--- config.mk ---
export PLATFORM = sky130hd
export DESIGN_NAME = mul
export DESIGN_NICKNAME = d
export VERILOG_FILES = /design/src/rtl/mul.sv
export SDC_FILE = /design/constraint.sdc
export NUM_CORES = 1
export LEC_CHECK = 0
export CAP_MARGIN = 20
export CORE_ASPECT_RATIO = 0.5
export CORE_MARGIN = 3
export CORE_UTILIZATION = 60
export CTS_CLUSTER_SIZE = 28
export DETAILED_ROUTE_END_ITERATION = 8
export PLACE_DENSITY = 0.84
export SYNTH_ARGS = -nofsm -noshare
export SYNTH_HDL_FRONTEND = slang
export SYNTH_SLANG_ARGS = --single-unit
--- constraint.sdc ---
create_clock -name clk -period 6.8 [get_ports clk]
set_input_delay 0.68 -clock clk [delete_from_list [all_inputs] [get_ports clk]]
set_output_delay 0.68 -clock clk [all_outputs]
set_load 0.05 [all_outputs]
--- src/rtl/mul.sv ---
// mul: iterative radix-2 shift-add 32x32->64 multiplier beside EX, signed/unsigned with annul
// ports: clk, rst (async active-low), signed_mul_i, opdata1_i, opdata2_i, start_i, annul_i -> result_o, ready_o
module mul #(
  parameter int DATA_W = 32,
  parameter int CNT_W = 6
) (
  input  logic                  clk,
  input  logic                  rst,
  input  logic                  signed_mul_i,
  input  logic [DATA_W-1:0]     opdata1_i,
  input  logic [DATA_W-1:0]     opdata2_i,
  input  logic                  start_i,
  input  logic                  annul_i,
  output logic [2*DATA_W-1:0]   result_o,
  output logic                  ready_o
);
  typedef enum logic [1:0] {FREE, ON, END} state_t;
  state_t state, state_n;
  logic [CNT_W-1:0] cnt, cnt_n;
  logic [2*DATA_W-1:0] acc, acc_n, mcand, mcand_n, sum, result_n;
  logic [DATA_W-1:0] mplier, mplier_n, abs1, abs2;
  logic neg, neg_n, ready_n;
  assign abs1 = signed_mul_i && opdata1_i[DATA_W-1] ? -opdata1_i : opdata1_i;
  assign abs2 = signed_mul_i && opdata2_i[DATA_W-1] ? -opdata2_i : opdata2_i;
  assign sum = acc + (mplier[0] ? mcand : '0);
  always_comb begin
    state_n = state;
    cnt_n = cnt;
    acc_n = acc;
    mcand_n = mcand;
    mplier_n = mplier;
    neg_n = neg;
    result_n = '0;
    ready_n = 1'b0;
    case (state)
      FREE: if (start_i && !annul_i) begin
        neg_n = signed_mul_i & (opdata1_i[DATA_W-1] ^ opdata2_i[DATA_W-1]);
        mcand_n = {{DATA_W{1'b0}}, abs1};
        mplier_n = abs2;
        acc_n = '0;
        cnt_n = '0;
        state_n = (abs1 == '0 || abs2 == '0) ? END : ON;
        ready_n = (abs1 == '0 || abs2 == '0);
      end
      ON: if (annul_i) begin
        state_n = FREE;
        acc_n = '0;
      end else begin
        acc_n = sum;
        mcand_n = mcand << 1;
        mplier_n = mplier >> 1;
        cnt_n = cnt + CNT_W'(1);
        if (cnt == CNT_W'(DATA_W-1)) begin
          state_n = END;
          result_n = neg ? -sum : sum;
          ready_n = 1'b1;
        end
      end
      END: if (annul_i || !start_i) state_n = FREE;
      else begin
        result_n = result_o;
        ready_n = 1'b1;
      end
      default: state_n = FREE;
    endcase
  end
  always_ff @(posedge clk or negedge rst)
    if (!rst) begin
      state <= FREE;
      cnt <= '0;
      acc <= '0;
      mcand <= '0;
      mplier <= '0;
      neg <= 1'b0;
      result_o <= '0;
      ready_o <= 1'b0;
    end else begin
      state <= state_n;
      cnt <= cnt_n;
      acc <= acc_n;
      mcand <= mcand_n;
      mplier <= mplier_n;
      neg <= neg_n;
      result_o <= result_n;
      ready_o <= ready_n;
    end
endmodule

# Word-level counts from Yosys, hierarchy flattened
# Index checks and enable logic that the tools add are counted.
word_totals:
  output_inout_bits: 65
  inputBits: 69
  ff_bits: 234
op_classes:
  muxes: 31
  add_sub_neg: 5
  bitwise: 2
  eq_ne: 7
  reduce_logical: 15
op_table:
  columns: ["cell", "n"]
  rows:
  - ["$mux 64", 9]
  - ["$pmux 64 s2", 3]
  - ["$mux 32", 4]
  - ["$add 64x64->64", 1]
  - ["$logic_not 32->1", 2]
  - ["$neg 32->32", 2]
  - ["$neg 64->64", 1]
  - ["$pmux 32 s2", 1]
  - ["$mux 6", 2]
  - ["$pmux 6 s2", 1]
  - ["$mux 2", 5]
  - ["$add 6x1->6 const B", 1]
  - ["$eq 6x5->1 const B", 1]
  - ["$ne 2x2->1 const B", 3]
  - ["$pmux 2 s3", 1]
  - ["$reduce_and 3->1", 2]
  - ["$mux 1", 4]
  - ["$reduce_and 2->1", 2]
  - ["$logic_and 1x1->1", 3]
  - ["$ne 3x3->1 const B", 1]
  - ["$pmux 1 s3", 1]
  - ["$eq 2x1->1 const B", 1]
  - ["$eq 2x2->1 const B", 1]
  - ["$logic_not 1->1", 2]
  - ["other kinds (5)", 6]

# Depth between registers and ports, before layout
depth:
  depth_word: 7
  mapped_depth: 18
  depth_no_buf: 16

# Worst setup path before layout
# No wires, ideal clock.
synth_timing:
  path_type: "register to register"
  startpoint: "register mplier[0]"
  endpoint: "register result_o[63]"
  path_slack_ns: 2.090
  t_required_ns: 6.713
  n_path_buf: 2
  t_arrival_ns: 4.623
  stages_incl_launch_ff: 17
  setup_time_ns: 0.087
  period_less_slack_ns: 4.710
  path_cell_list: "dfrtp_1 -> clkbuf_1 -> clkbuf_1 -> and2_1 -> ha_1 -> and2_4 -> a221oi_4 -> a2111oi_1 -> or3_1 -> xor2_1 -> or4_4 -> or4b_4 -> nor4_4 -> nand4_2 -> nor4_2 -> mux2_2 -> o211ai_1"
synth_via:
  elab_chain_cells: 7
synth_rtl:
  columns: ["element", "line", "source"]
  rows:
  - ["start: declaration", "21", "logic [DATA_W-1:0] mplier, mplier_n, abs1, abs2;"]
  - ["start signal: assignment", "82", "mplier <= mplier_n;"]
  - ["$mux 64 (*)", "25", "assign sum = acc + (mplier[0] ? mcand : '0);"]
  - ["$add 64x64->64 (*)", "25", null]
  - ["$neg 64->64", "55", "result_n = neg ? -sum : sum;"]
  - ["$mux 64 (*)", "55", null]
  - ["$mux 64 (*)", "53", "if (cnt == CNT_W'(DATA_W-1)) begin"]
  - ["$mux 64 (*)", "45", "ON: if (annul_i) begin"]
  - ["$pmux 64 s2 (*)", "35", "case (state)"]
  - ["end signal: assignment", "84", "result_o <= result_n;"]
  - ["end: declaration", "14", "output logic [2*DATA_W-1:0] result_o,"]
# Every way passes the cells marked *; elsewhere a longest branch is shown, timed or not.
# A chain may end at the register's enable or synchronous reset.

# Final worst setup path
layout_timing:
  startpoint: "register mplier[0]"
  endpoint: "register result_o[57]"
# Same word-level chain as after synthesis.

==> flow_summary.toml <==
[run_status]
outcome = "completed"

[yosys]
number_of_distinct_library_cells_after_synthesis = 82
ys.warnings.count = 0
ys_seq_elements = 234
post_synth_inst_count = 2206
post-synth-top-area-cell = "sky130_fd_sc_hd__dfrtp_1"
postSynthNetCount = 2344
synth-edff-count = 0
synth.area.top_cells = "sky130_fd_sc_hd__dfrtp_1, sky130_fd_sc_hd__o21ai_0, sky130_fd_sc_hd__nand2_1"
dominantRegCellSynth = "sky130_fd_sc_hd__dfrtp_1"
synthMostInstantiatedCell = "sky130_fd_sc_hd__nand2_1"
synth.top_cells.by_count = "sky130_fd_sc_hd__nand2_1, sky130_fd_sc_hd__o21ai_0, sky130_fd_sc_hd__dfrtp_1"
synthArstFlopShare_pct = 100
netlist_area_mm2 = 0.0173
post-synth-top-area-fraction_pct = 33.9
mean_area_per_synthesized_cell_um2 = 7.84
share_of_synthesized_area_occupied_by_flip_flops_and_latches_pct = 33.9

[worst_setup_path]
timing.critical_path.fanout_max = 29
timing.critical_path.from_type = "flip-flop"
ff2ff_path_depth = 16
ordered_list_of_cells_on_the_worst_path = "and2_1 > ha_1 > inv_1 > fa_1 > nor2b_1 > o31a_1 > o21ai_0 > a21oi_1 > nor3_1 > o31ai_1 > a21oi_1 > xor2_1 > nand3b_1 > o41ai_1 > xor2_1 > o21ai_1"
path_delay_family = "compound AO/OA/AOI/OAI gates"
required_ns = 7.21
crit_cells = 16
maximum_cell_stage_delay_along_the_critical_path_ns = 0.96
critical-path-slowest-cell = "sky130_fd_sc_hd__a21oi_1"
cp_num_buf_inv = 1
crit_arrival_ns = 6.74
critPathKind = "flip-flop to flip-flop"
endpoint_kind = "flip-flop"

[cts]
cts-buffers-inserted = 23
cts_num_sinks = 234
cts.repair_timing.setup_buffer_count = 0
ctsLongestPathBuffers = 3
cts_root_buf = "sky130_fd_sc_hd__clkbuf_16"
clock_tree.htree_level_count = 1
ctsHoldBuffers = 0
clock_insertion_delay_worst_skew_ns = 0.55
cts_tree = "yes"
cts-resized-gates = 0
clkTransAtPathRegs_ns = 0.07

[grt]
first_global_vias = 16000
grt_remaining_overflow = 0
grt_start_max_net_pins = 149
track_usage_pct = 35.0
grt_pass1_wl_um = 86800
grt_antenna_before_repair = 0

[sta]
report.final.hold_viol_count = 0
post_route_setup_tns_ns = 0
setup_repair_after_global_routing_missed_its_margin = "no"
period_minus_slack_ns = 6.33
finalMaxSlewViolations = 0
final.setup_skew_ns = 0.0128
finalSetupViolations = 0
final.period_utilization_pct = 93.2
worstMarginPinSlew_ns = 1.21
max_freq_ghz = 0.158
max-slew-margin-rel_pct = 19.4

[final_layout]
fin_util_pct = 70.2
flow.area_growth_from_synthesis_pct = 13.8
antennaDiodeCount = 0
ratio_of_cells_with_drive_above_1_in_the_final_layout_pct = 4.30
design.final.nets = 2399

[floorplan]
fp.dieArea_mm2 = 0.0310
rows = 43
die_height_um = 126
fp.dieW_um = 246
num_io_pins = 134
design.core.area_mm2 = 0.0280
initial_core_utilization_pct = 61.7

[power]
leakage_nw = 8.28
vdd_ir_drop_max_v = 0.000194
power.density_cell_area_mw_per_mm2 = 270

[route]
wl_per_cell_um = 20.7
drt_first_iter_violations = 1964
ant_nets = 0
vias_per_cell = 6.46
drc = 0
detail_route.first_pass.iterations = 6
totalWireLength_um = 55100
routed-via-count = 17200

[placement]
port_buffers = 133
dp_hpwl_um = 41000
gpl.final_weighted_congestion = 1.02

[run]
drv_cap = 0

[hold_path]
worstHoldPathType = "input port to async pin"
==> where the power goes <==
group          internal (mW)  switching (mW)
clock                  0.850           0.602
sequential              1.56           0.158
combinational          0.740            1.39
==> cells in the final DEF, fill, tap and decap left out, types with 22 or more instances in the layout <==
cell                              Yosys  layout
sky130_fd_sc_hd__nand2_1            374     372
sky130_fd_sc_hd__o21ai_0            282     282
sky130_fd_sc_hd__dfrtp_1            234     234
sky130_fd_sc_hd__a21oi_1            178     178
sky130_fd_sc_hd__nor2_1             157     154
sky130_fd_sc_hd__clkdlybuf4s50_1      0     132
sky130_fd_sc_hd__xor2_1              87      87
sky130_fd_sc_hd__and2_1              86      86
sky130_fd_sc_hd__ha_1                68      68
sky130_fd_sc_hd__xnor2_1             65      65
sky130_fd_sc_hd__nand4_1             48      48
sky130_fd_sc_hd__nor3_1              44      44
sky130_fd_sc_hd__a22o_1              43      43
sky130_fd_sc_hd__or3_1               34      34
sky130_fd_sc_hd__o31ai_1             30      30
sky130_fd_sc_hd__nand3_1             30      30
sky130_fd_sc_hd__inv_1               29      29
sky130_fd_sc_hd__o21a_1              23      23
sky130_fd_sc_hd__clkbuf_16            0      23
sky130_fd_sc_hd__nor4_1              22      22
==> layer usage <==
layer  global-route usage (%)  wire (um)  vias up
met2                     49.1      22500      813
met4                     9.19       1440        0
met1                     51.8      25100     8207
li1                         -          -     8053
met5                        0          0        -
met3                     11.1       6110      107
==> final timing paths <==
path                              start      endpoint  slack [ns]
min reg2reg                result_o[41]  result_o[41]        0.48
max in group asynchronous           rst     mcand[27]        5.46
min                                 rst  result_o[42]         0.1
max                           mplier[0]  result_o[57]        0.47
max reg2reg                   mplier[0]  result_o[57]        0.47
min in group clk           result_o[41]  result_o[41]        0.48
==> metrics by stage <==
step | power [mW] | hold WS (ns) | cells | area, um^2 | worst slack, ns
finish | 5.31 | 0.0990 | 2660 | 19700 | 0.465
detailed placement | 3.80 | 0.470 | 2618 | 18800 | 0.809
global route | 5.58 | 0.149 | 2660 | 19700 | 0.260
CTS | 5.25 | 0.134 | 2660 | 19700 | 0.729
floorplan | 3.18 | 0.384 | 2206 | 17300 | 2.09
global placement | 3.75 | 0.460 | 2618 | 18800 | 1.04
==> worst register-to-register path: cells and delay by family (launching register included) <==
kind / cells / cell delay (ns)
XOR/XNOR: 2 / 0.69
buffers and inverters: 1 / 0.06
flip-flops: 1 / 0.90
AND/OR/NAND/NOR: 4 / 1.11
AO/OA/AOI/OAI: 7 / 2.84
adder cells (fa/ha/maj): 2 / 0.57
==> cells by family after synthesis <==
group	Yosys count	synth area share, %
AND/OR/NAND/NOR	875	24.1
AO/OA/AOI/OAI	713	25.2
flip-flops	234	33.9
XOR/XNOR	152	7.70
buffers and inverters	150	3.28
adder cells (fa/ha/maj)	69	5.04
multiplexers	13	0.782
==> flip-flops by register name, indices dropped and copies added, names as in the netlist <==
signal and count:
ready_o 1, state 2, result_o 64, cnt 6, neg 1, mplier 32, mcand 64, acc 64
==> layout make-up <==
cell class	count	area [um^2]
inverters	29	109
multi-input cells	1822	10900
repair buffers	151	1500
fillers	2302	8360
clock buffers	27	621
clock inverters	15	216
well taps	382	478
flip-flops and latches	234	5860
No activity file was read; power rests on OpenSTA's default activity.
